$ cat src/rtl/mult_arb_pkg.sv
// Shared constants for the two-requester multiplier share arbiter:
// FSM state encoding and default operand width / watchdog limit.
package mult_arb_pkg;

    localparam int WIDTH_DEF   = 8;
    localparam int TIMEOUT_DEF = 64;

    typedef enum logic [1:0] {
        ST_IDLE    = 2'd0,
        ST_LAUNCH  = 2'd1,
        ST_WAIT    = 2'd2,
        ST_DELIVER = 2'd3
    } arb_state_e;

endpackage

$ cat src/rtl/rr_arbiter2.sv
// Combinational two-way round-robin pick; on a tie the side not granted last wins.
// Zero latency; no backpressure of its own, the caller decides when to sample.
module rr_arbiter2 (
    input  logic req0,
    input  logic req1,
    input  logic last_grant,
    output logic gnt_valid,
    output logic gnt_idx
);

    assign gnt_valid = req0 | req1;
    assign gnt_idx   = (req0 & req1) ? ~last_grant : req1;

endmodule

$ cat src/rtl/mult_share_arbiter.sv
// Shares one signed multiplier between two requesters: IDLE->LAUNCH->WAIT->DELIVER, 3 cycles over
// multiplier latency; requests wait while busy. MULT_ARB_TIMEOUT_EN adds a WAIT watchdog (err=1).
module mult_share_arbiter
    import mult_arb_pkg::*;
#(
    parameter int WIDTH          = WIDTH_DEF,
    parameter int TIMEOUT_CYCLES = TIMEOUT_DEF
) (
    input  logic                        CLK,
    input  logic                        RESET,
    input  logic                        req0,
    input  logic                        req1,
    input  logic signed [WIDTH-1:0]     x0,
    input  logic signed [WIDTH-1:0]     y0,
    input  logic signed [WIDTH-1:0]     x1,
    input  logic signed [WIDTH-1:0]     y1,
    output logic                        ack0,
    output logic                        ack1,
    output logic                        res_valid0,
    output logic                        res_valid1,
    output logic signed [2*WIDTH-1:0]   result,
    output logic                        err,
    output logic                        mul_start,
    output logic signed [WIDTH-1:0]     mul_x,
    output logic signed [WIDTH-1:0]     mul_y,
    input  logic                        mul_done,
    input  logic signed [2*WIDTH-1:0]   mul_result
);

`ifdef MULT_ARB_TIMEOUT_EN
    localparam bit TimeoutEn = 1'b1;
`else
    localparam bit TimeoutEn = 1'b0;
`endif
    localparam int CNT_W = $clog2(TIMEOUT_CYCLES + 1);

    arb_state_e                 state_q, state_d;
    logic                       owner_q, owner_d;
    logic                       last_grant_q, last_grant_d;
    logic [1:0]                 ack_q, ack_d;
    logic [1:0]                 valid_q, valid_d;
    logic                       start_q, start_d;
    logic                       err_q, err_d;
    logic                       done_q;
    logic signed [WIDTH-1:0]    mul_x_q, mul_x_d, mul_y_q, mul_y_d;
    logic signed [2*WIDTH-1:0]  result_q, result_d;
    logic [CNT_W-1:0]           wait_cnt_q, wait_cnt_d;

    logic gnt_valid, gnt_idx, done_rise, timeout_hit;

    rr_arbiter2 u_rr (
        .req0       (req0),
        .req1       (req1),
        .last_grant (last_grant_q),
        .gnt_valid  (gnt_valid),
        .gnt_idx    (gnt_idx)
    );

    // A DONE level left over from the previous operation must not complete this one.
    assign done_rise   = mul_done & ~done_q;
    assign timeout_hit = TimeoutEn && (wait_cnt_q == CNT_W'(TIMEOUT_CYCLES - 1));

    always_comb begin
        state_d      = state_q;
        owner_d      = owner_q;
        last_grant_d = last_grant_q;
        mul_x_d      = mul_x_q;
        mul_y_d      = mul_y_q;
        result_d     = result_q;
        err_d        = err_q;
        wait_cnt_d   = wait_cnt_q;
        ack_d        = 2'b00;
        valid_d      = 2'b00;
        start_d      = 1'b0;
        case (state_q)
            ST_IDLE: begin
                if (gnt_valid) begin
                    owner_d    = gnt_idx;
                    mul_x_d    = gnt_idx ? x1 : x0;
                    mul_y_d    = gnt_idx ? y1 : y0;
                    ack_d      = gnt_idx ? 2'b10 : 2'b01;
                    start_d    = 1'b1;
                    wait_cnt_d = '0;
                    state_d    = ST_LAUNCH;
                end
            end
            ST_LAUNCH: state_d = ST_WAIT;
            ST_WAIT: begin
                if (done_rise) begin
                    result_d = mul_result;
                    err_d    = 1'b0;
                    valid_d  = owner_q ? 2'b10 : 2'b01;
                    state_d  = ST_DELIVER;
                end else if (timeout_hit) begin
                    result_d = '0;
                    err_d    = 1'b1;
                    valid_d  = owner_q ? 2'b10 : 2'b01;
                    state_d  = ST_DELIVER;
                end else begin
                    wait_cnt_d = wait_cnt_q + 1'b1;
                end
            end
            ST_DELIVER: begin
                last_grant_d = owner_q;
                state_d      = ST_IDLE;
            end
            default: state_d = ST_IDLE;
        endcase
    end

    always_ff @(posedge CLK) begin
        if (RESET) begin
            state_q      <= ST_IDLE;
            owner_q      <= 1'b0;
            last_grant_q <= 1'b1;
            ack_q        <= 2'b00;
            valid_q      <= 2'b00;
            start_q      <= 1'b0;
            err_q        <= 1'b0;
            done_q       <= 1'b0;
            mul_x_q      <= '0;
            mul_y_q      <= '0;
            result_q     <= '0;
            wait_cnt_q   <= '0;
        end else begin
            state_q      <= state_d;
            owner_q      <= owner_d;
            last_grant_q <= last_grant_d;
            ack_q        <= ack_d;
            valid_q      <= valid_d;
            start_q      <= start_d;
            err_q        <= err_d;
            done_q       <= mul_done;
            mul_x_q      <= mul_x_d;
            mul_y_q      <= mul_y_d;
            result_q     <= result_d;
            wait_cnt_q   <= wait_cnt_d;
        end
    end

    assign ack0       = ack_q[0];
    assign ack1       = ack_q[1];
    assign res_valid0 = valid_q[0];
    assign res_valid1 = valid_q[1];
    assign mul_start  = start_q;
    assign mul_x      = mul_x_q;
    assign mul_y      = mul_y_q;
    assign result     = result_q;
    assign err        = err_q;

endmodule

$ cat config.mk
export PLATFORM = sky130hd
export DESIGN_NAME = mult_share_arbiter
export DESIGN_NICKNAME = d
export VERILOG_FILES = /design/src/rtl/mult_arb_pkg.sv /design/src/rtl/rr_arbiter2.sv /design/src/rtl/mult_share_arbiter.sv
export SDC_FILE = /design/constraint.sdc
export NUM_CORES = 1
export LEC_CHECK = 0
export BUFFER_PORTS_ARGS = -buffer_cell sky130_fd_sc_hd__buf_2
export CAP_MARGIN = 30
export CELL_PAD_IN_SITES_DETAIL_PLACEMENT = 0
export CELL_PAD_IN_SITES_GLOBAL_PLACEMENT = 1
export CORE_MARGIN = 5
export CORE_UTILIZATION = 30
export CTS_CLUSTER_SIZE = 12
export DETAILED_ROUTE_END_ITERATION = 10
export HOLD_SLACK_MARGIN = 0.08
export PLACE_DENSITY_LB_ADDON = 0.15
export SYNTH_ARGS = -nofsm -noshare
export SYNTH_HDL_FRONTEND = slang
export SYNTH_HIERARCHICAL = 1
export SYNTH_SLANG_ARGS = --single-unit
$ cat constraint.sdc
create_clock -name CLK -period 1.8 [get_ports CLK]
set_input_delay 0.18 -clock CLK [delete_from_list [all_inputs] [get_ports CLK]]
set_output_delay 0.18 -clock CLK [all_outputs]
set_load 0.005 [all_outputs]
# Word-level counts from Yosys, hierarchy flattened
# Cells that the tools add are included.
[classes] n_mux=9 reduce_logical=7 eq_ne=5 bitwise_logic=9
[op_table] operator="8-bit two-way mux" count=2
[op_table] operator="2-bit two-way mux" count=4
[op_table] operator="2-bit case mux with 4 select lines" count=1
[op_table] operator="1-bit NOT" count=6
[op_table] operator="2-bit AND reduction" count=3
[op_table] operator="3-bit OR reduction" count=2
[op_table] operator="2-bit equality test, second input constant" count=2
[op_table] operator="2-bit inequality test, second input constant" count=2
[op_table] operator="1-bit AND" count=2
[op_table] operator="2-bit by 1-bit equality test with 1-bit output, second input constant" count=1
[op_table] operator="2-bit zero test" count=1
[op_table] operator="1-bit two-way mux" count=2
[op_table] operator="2-bit OR reduction" count=1
[op_table] operator="1-bit bitwise OR" count=1
[word_totals] output_inout_bits=38 input_bits=53 regBits=42

# Longest topological paths before layout
# Gate-level depths: netlist of run 1.
[logic_depth] word_depth=4 ltp_mapped=7

# Cells and area by module
# The synthesis of run 1 kept the hierarchy.
[modules_own_cells] mod="mult_share_arbiter" area_each_um2=1539.0 seq_area_each_um2=840.8 instances=1 cells_per_inst=161
[modules_own_cells] mod="rr_arbiter2" area_each_um2=13.8 seq_area_each_um2=0.0 instances=1 cells_per_inst=2

# Worst setup path after synthesis of run 1
# OpenSTA, ideal clock, no wires.
[synth_path] kind="register to register" start="reg state_q[0]" end="reg mul_x_q[0] (netlist: mul_x[0])" slack_ps=281 t_required_ps=1677 stages_incl_launch_ff=8 t_arrival_ps=1396 synth_period_minus_slack_ps=1519 path_cell_list="dfxtp_1 -> inv_1 -> ha_1 -> nor4bb_1 -> buf_2 -> buf_6 -> a222oi_1 -> inv_1"
[synth_via] elab_chain_len=2
[synth_rtl] element="from (decl)" line_no="mult_share_arbiter.sv:37" rtl="arb_state_e state_q, state_d;"
[synth_rtl] element="from (signal assigned)" line_no="mult_share_arbiter.sv:126" rtl="state_q <= state_d;"
[synth_rtl] element="2-bit zero test" line_no="mult_share_arbiter.sv:75" rtl="case (state_q)"
[synth_rtl] element="2-bit AND reduction (no line)"
[synth_rtl] element="to (signal assigned)" line_no="mult_share_arbiter.sv:134" rtl="mul_x_q <= mul_x_d;"
[synth_rtl] element="to (decl)" line_no="mult_share_arbiter.sv:45" rtl="logic signed [WIDTH-1:0] mul_x_q, mul_x_d, mul_y_q, mul_y_d;"
# Every way passes these cells.
# A chain may end at the register's enable or synchronous reset.

# Worst setup path in the final report of run 1
[layout_path] start="reg state_q[0]" end="reg mul_x_q[7] (netlist: mul_x[7])"
# Same word-level chain as after synthesis.

==> impl_metrics.json, run 1 <==
{
  "status": "completed",
  "worstHoldPathCells": 3,
  "die_y_um": 81.9,
  "dp_hpwl_um": 3190,
  "r2r-start": "state_q[0]$_SDFFE_PP0P_",
  "yosysWarnings": 6,
  "critical_path.max_stage_delay_ns": 0.36,
  "place_congestion": 0.668,
  "drc": 0,
  "fin_crit_sh": 0.890,
  "ys_top_cells_by_area": "dfxtp_1 54%, a222oi_1 10%, nand2_1 8.5%",
  "relSlewSlack": 0.587,
  "crit_slowest_cell": "dfxtp_1",
  "arrival_ns": 1.77,
  "cp_cell_sequence": "inv_1, ha_1, nor4bb_2, buf_4, a222oi_1, inv_1",
  "grt_max_degree": 19,
  "via_per_inst": 4.55,
  "detailroute.via_count": 1474,
  "cts.htree.levels": 2,
  "clkSlewWorstSetupHoldPaths_ns": 0.07,
  "maxSlewViolCount": 0,
  "syn_avg_cell_area_um2": 9.53,
  "die_w_um": 81.9,
  "dieArea_um2": 6710,
  "worstMarginPinSlew_ns": 0.620,
  "reg2reg_to": "mul_x[7]$_SDFFE_PP0P_",
  "cts_hold_buf": 0,
  "power.density_nw_per_um2": 1120,
  "grt_pass1_wl_um": 6670,
  "synth_top_area_share": 0.541,
  "criticalPathCategory": "flip-flop to flip-flop",
  "numPortBuffers": 89,
  "ctsResizeCount": 0,
  "peakVddDrop_v": 0.000494,
  "firstDrtPassIters": 5,
  "ant_nets": 0,
  "pwr-share-seq": 0.496,
  "wl_per_cell_um": 13.0,
  "cts_buffer_depth": 2,
  "leakage_nw": 1.14,
  "nets": 311,
  "path_common_cell": "inv_1",
  "grt_pass1_vias": 1463,
  "netlist_instances": 163,
  "netlist_area_um2": 1550,
  "layout_min_cycle_time_ns": 1.60,
  "rows": 26,
  "max_cap_violations": 0,
  "power_frac_comb": 0.272,
  "setup-tns-final_ns": 0,
  "core_region_area_um2": 5070,
  "finalSetupViolations": 0,
  "cp.required_ns": 1.97,
  "final_area_um2": 2150,
  "pwr-share-clk": 0.232,
  "yosysUniqueCellTypes": 27,
  "rsz0062_at_grt": "no",
  "critPathBufInv": 3,
  "grt_usage": 0.130,
  "crit_family": "flip-flops",
  "cts_made_buffers": 5,
  "placed_area_um2": 2070,
  "start_kind": "flip-flop",
  "hold_path_end": "mul_y[5]$_SDFFE_PP0P_",
  "drive_gt1_frac": 0.409,
  "ctsRootBufferMaster": "clkbuf_8",
  "syn2layout_area_growth_pct": 38.3,
  "cts_tree": "built",
  "drtIter0Drc": 109,
  "ys_ff_latch": 42,
  "cts_setup_buffers": 0,
  "io_pins": 91,
  "syn_nets": 220,
  "grt_overflow": 0,
  "clock_latency_ns": 0.28,
  "p_switching_w": 0.000697,
  "hold_start": "y0[5]",
  "power.internal_w": 0.00170,
  "fin_skew_ns": 0.00236,
  "sw_frac_of_total": 0.291,
  "endpoint_kind": "flip-flop",
  "start_util": 0.306,
  "fmax_mhz": 625,
  "insertedDiodeCount": 0,
  "synth_top_cell_by_area": "dfxtp_1",
  "yosysSeqAreaShare": 0.541,
  "ff2ff_path_depth": 6,
  "antenna_found_initial": 0,
  "min-delay-path-class": "input pin to flip-flop",
  "ff2ff_setup_slack_ns": 0.20,
  "final_hold_viol_count": 0,
  "crit_fanout": 9,
  "routed_wirelength_um": 4210,
  "clock-sinks": 42
}
-- power by group through the flow --
stage,sequential [W],combinational [W],clock (W)
detailed placement,0.00121,0.000663,0
floorplan,0.00122,0.000345,0
global placement,0.00121,0.000653,0
global route,0.00121,0.000743,0.000638
finish,0.00119,0.000653,0.000556
CTS,0.00119,0.000664,0.000589
-- cell type report --
cell class / count / area [µm²]
fill: 545 / 2930
sequential: 42 / 842
multi-input combinational: 91 / 579
timing repair buffer: 95 / 490
tap: 70 / 87.6
clock buffer: 7 / 76.3
inverter: 19 / 71.3
-- worst reg2reg max path: cells and delay by family, from the launching register on --
family          cells  cell delay, ns
buf+inv             3            0.31
simple gates        1            0.20
flops               1            0.36
fa+ha+maj           1            0.26
compound gates      1            0.34
-- cell usage in the layout, fill, tap and decap left out, types with 4 or more instances in the layout --
master / count
inv_1: 19
buf_4: 6
ha_1: 4
dfxtp_1: 41
buf_2: 89
nand2_1: 35
a21oi_1: 17
a222oi_1: 16
clkbuf_8: 5
-- flip-flops by register name (all words and copies together) (netlist names) --
| signal | cells |
|---|---|
| ack_q | 2 |
| done_q | 1 |
| last_grant_q | 1 |
| mul_start | 1 |
| mul_x | 8 |
| mul_y | 8 |
| owner_q | 1 |
| result | 16 |
| state_q | 2 |
| valid_q | 2 |
-- cells in the mapped netlist, drive strengths merged --
cell type	number
dfxtp	42
nand2	35
inv	19
a21oi	18
a222oi	16
buf	8
ha	4
clkbuf	3
and3	2
mux2i	2
nor2b	2
a21boi	1
a21o	1
and3b	1
and4b	1
conb	1
nand2b	1
nand3b	1
nor3	1
nor4bb	1
o211a	1
or2	1
or3	1
-- through the flow --
| step | util | hold WS [ns] | instances | setup WS [ns] | total power [W] |
|---|---|---|---|---|---|
| floorplan | - | 0.308 | 163 | 0.281 | 0.00156 |
| global placement | 0.407 | 0.406 | 317 | 0.114 | 0.00186 |
| detailed placement | 0.407 | 0.409 | 317 | 0.0943 | 0.00187 |
| CTS | 0.422 | 0.103 | 324 | 0.0654 | 0.00244 |
| global route | 0.423 | 0.105 | 324 | 0.0170 | 0.00259 |
| finish | 0.423 | 0.115 | 324 | 0.199 | 0.00240 |
-- logic make-up (layout without fill, tap and decap cells) --
logic type                 count (synthesis)  count (layout)  synth area share
buffers and inverters                     30             121            0.0919
other                                      1               1           0.00242
AOI/OAI and AO/OA                         37              37             0.180
adders and majority gates                  4               4            0.0322
muxes                                      2               2            0.0129
DFF                                       42              42             0.542
and+or+nand+nor                           47              47             0.139
-- metal layers --
layer	track usage	routed length (µm)
met5	0	0
met4	0.0548	91
met3	0.0471	416
met2	0.219	1860
met1	0.148	1840
-- how the worst max path moves through the flow --
stage,startpoint,to,slack [ns],cells past startpoint
finish,state_q[0]$_SDFFE_PP0P_,mul_x[7]$_SDFFE_PP0P_,0.20,6
CTS,state_q[0]$_SDFFE_PP0P_,mul_x[7]$_SDFFE_PP0P_,0.07,5
floorplan,state_q[0]$_SDFFE_PP0P_,mul_x[0]$_SDFFE_PP0P_,0.28,7
global placement,state_q[1]$_SDFFE_PP0P_,mul_x[3]$_SDFFE_PP0P_,0.11,5
detailed placement,state_q[0]$_SDFFE_PP0P_,mul_x[7]$_SDFFE_PP0P_,0.09,5
global route,state_q[0]$_SDFFE_PP0P_,mul_x[3]$_SDFFE_PP0P_,0.02,6
Power figures use the tool's default switching activity.
==> run 2, diff against run 1 <==
--- a/config.mk
+++ b/config.mk
@@ -10,7 +10,8 @@
 export CELL_PAD_IN_SITES_DETAIL_PLACEMENT = 0
 export CELL_PAD_IN_SITES_GLOBAL_PLACEMENT = 1
 export CORE_MARGIN = 5
-export CORE_UTILIZATION = 30
+export CORE_UTILIZATION = 27
+export CTS_BUF_LIST = sky130_fd_sc_hd__clkbuf_16
 export CTS_CLUSTER_SIZE = 12
 export DETAILED_ROUTE_END_ITERATION = 10
 export HOLD_SLACK_MARGIN = 0.08
==> constraint.sdc (replaced) <==
create_clock -name CLK -period 1.36 [get_ports CLK]
set_input_delay 0.136 -clock CLK [delete_from_list [all_inputs] [get_ports CLK]]
set_output_delay 0.136 -clock CLK [all_outputs]
set_load 0.005 [all_outputs]
==> impl_metrics.json, run 2 (synthesis gave the netlist of run 1 again) <==
{
  "status": "finished, violations left",
  "failed_checks": "setup timing",
  "drtIter0Drc": 117,
  "endpoint_kind": "flip-flop",
  "cts_buffer_depth": 2,
  "rows": 27,
  "sw_frac_of_total": 0.277,
  "grt_pass1_wl_um": 7110,
  "place_congestion": 0.686,
  "p_switching_w": 0.00106,
  "criticalPathCategory": "flip-flop to flip-flop",
  "grt_overflow": 0,
  "firstDrtPassIters": 7,
  "cp.required_ns": 1.52,
  "r2r-start": "state_q[0]$_SDFFE_PP0P_",
  "insertedDiodeCount": 0,
  "pwr-share-clk": 0.289,
  "hold_start": "x1[5]",
  "setup_slack_ns": -0.0330,
  "multi_input_area_um2": 642,
  "wl_per_cell_um": 13.3,
  "crit_family": "flip-flops",
  "ant_nets": 0,
  "routed_wirelength_um": 4630,
  "layout_min_cycle_time_ns": 1.39,
  "n_fill_cell": 573,
  "final_cell_count_no_fill": 347,
  "nets": 331,
  "regArea_um2": 843,
  "fin_skew_ns": 0.00341,
  "cts_setup_buffers": 0,
  "timing.hold.ws_ns": 0.0886,
  "mostFrequentLayoutCells": "89 x buf_2, 40 x dfxtp_1, 30 x nand2_1",
  "dp_hpwl_um": 3270,
  "clkSlewWorstSetupHoldPaths_ns": 0.06,
  "final_common_cell": "buf_2",
  "cp_cell_sequence": "inv_2, ha_4, and4b_1, buf_12, a222oi_1, inv_1",
  "max_cap_violations": 0,
  "numPortBuffers": 89,
  "cts_tree": "built",
  "dp_slack_ns": -0.0585,
  "fin_crit_sh": 1.02,
  "critPathBufInv": 3,
  "pwr-share-seq": 0.412,
  "start_util": 0.280,
  "maxSlewViolCount": 0,
  "grt_usage": 0.121,
  "fmax_mhz": 718,
  "largest_reg_flops": 16,
  "crit_fanout": 18,
  "finalSetupViolations": 3,
  "worstHoldPathCells": 3,
  "drc": 0,
  "hold_path_end": "mul_x[5]$_SDFFE_PP0P_",
  "die_w_um": 85.8,
  "drive_gt1_frac": 0.476,
  "ff2ff_setup_slack_ns": -0.03,
  "crit_slowest_cell": "dfxtp_2",
  "clock-sinks": 42,
  "die_y_um": 85.8,
  "grt_max_degree": 20,
  "io_pins": 91,
  "dpl.cell_count": 328,
  "grt_pass1_vias": 1482,
  "power.internal_w": 0.00276,
  "cts_made_buffers": 5,
  "reg2reg_to": "mul_x[6]$_SDFFE_PP0P_",
  "antenna_found_initial": 0,
  "core_region_area_um2": 5540,
  "final_util": 0.450,
  "dieArea_um2": 7370,
  "peakVddDrop_v": 0.000511,
  "syn2layout_area_growth_pct": 60.6,
  "cts.htree.levels": 2,
  "via_per_inst": 4.44,
  "ctsRootBufferMaster": "clkbuf_16",
  "clock_latency_ns": 0.27,
  "rsz0062_at_grt": "yes",
  "final_hold_viol_count": 0,
  "critical_path.max_stage_delay_ns": 0.33,
  "min-delay-path-class": "input pin to flip-flop",
  "power_frac_comb": 0.299,
  "ff2ff_path_depth": 6,
  "start_kind": "flip-flop",
  "leakage_nw": 1.30,
  "arrival_ns": 1.55,
  "detailroute.via_count": 1542,
  "power.density_nw_per_um2": 1530
}
==> run 2: cell types whose count changed in the layout (fill, tap and decap cells not counted), sizes merged <==
cell,delta
dlygate4sd3,+8
inv,+1
clkinv,+2
clkbuf,-2
buf,+12
==> run 2: worst register-to-register path, cell delays in order, from the launching register on <==
cell and delay, ns:
dfxtp_2 0.33, inv_2 0.05, ha_4 0.15, and4b_1 0.21
buf_12 0.16, a222oi_1 0.32, inv_1 0.06
==> run 2: worst max-delay path by stage <==
stage                       startpoint                     to  slack, ns  cells after the start
2_1_floorplan  state_q[1]$_SDFFE_PP0P_  mul_x[1]$_SDFFE_PP0P_      -0.04                      7
3_3_place_gp                      req1  mul_x[5]$_SDFFE_PP0P_      -0.05                      6
3_5_place_dp                      req1  mul_y[0]$_SDFFE_PP0P_      -0.06                      6
4_1_cts        state_q[1]$_SDFFE_PP0P_  mul_x[7]$_SDFFE_PP0P_     -0.006                      6
5_1_grt        state_q[0]$_SDFFE_PP0P_  mul_y[4]$_SDFFE_PP0P_      -0.11                      6
6_report       state_q[0]$_SDFFE_PP0P_  mul_x[6]$_SDFFE_PP0P_      -0.03                      6
==> run 2: power by group through the flow <==
stage / Combinational, W / Clock [W] / Sequential [W]
floorplan: 0.000484 / 0 / 0.00162
global placement: 0.00104 / 0 / 0.00160
detailed placement: 0.00103 / 0 / 0.00160
CTS: 0.00110 / 0.00116 / 0.00157
global route: 0.00126 / 0.00121 / 0.00160
finish: 0.00114 / 0.00110 / 0.00157
==> run 2: layer usage <==
metal / up-vias / global-route usage / share of wire
met5: - / 0 / 0
met1: 696 / 0.155 / 0.44
met4: 0 / 0.0345 / 0.0052
met3: 2 / 0.0471 / 0.088
met2: 61 / 0.189 / 0.47
li1: 783 / - / -
==> run 2: stage by stage <==
stage	setup TNS (ns)	area [µm²]	total power (W)
2_1_floorplan	-0.373	1570	0.00211
3_5_place_dp	-0.795	2190	0.00263
4_1_cts	-0.0158	2420	0.00383
5_1_grt	-1.32	2490	0.00408
3_3_place_gp	-0.641	2190	0.00264
6_report	-0.0586	2490	0.00382
==> run 2: cell type report <==
type / instances / share of cell area
clock buffer: 5 / 0.0502
clock inverter: 3 / 0.00502
inverter: 19 / 0.0286
multi-input combinational: 91 / 0.257
sequential: 42 / 0.338
tap: 72 / 0.0361
timing repair buffer: 115 / 0.284
==> run 2: what timing repair did <==
action / 4_1_cts / 5_1_grt
hold buffers: 7 / 1
hold endpoints to repair: 7 / 1
cloned: 2 / 1
gates resized for setup: 8 / 15
setup endpoints to repair: 27 / 34
pin swaps: 5 / 11
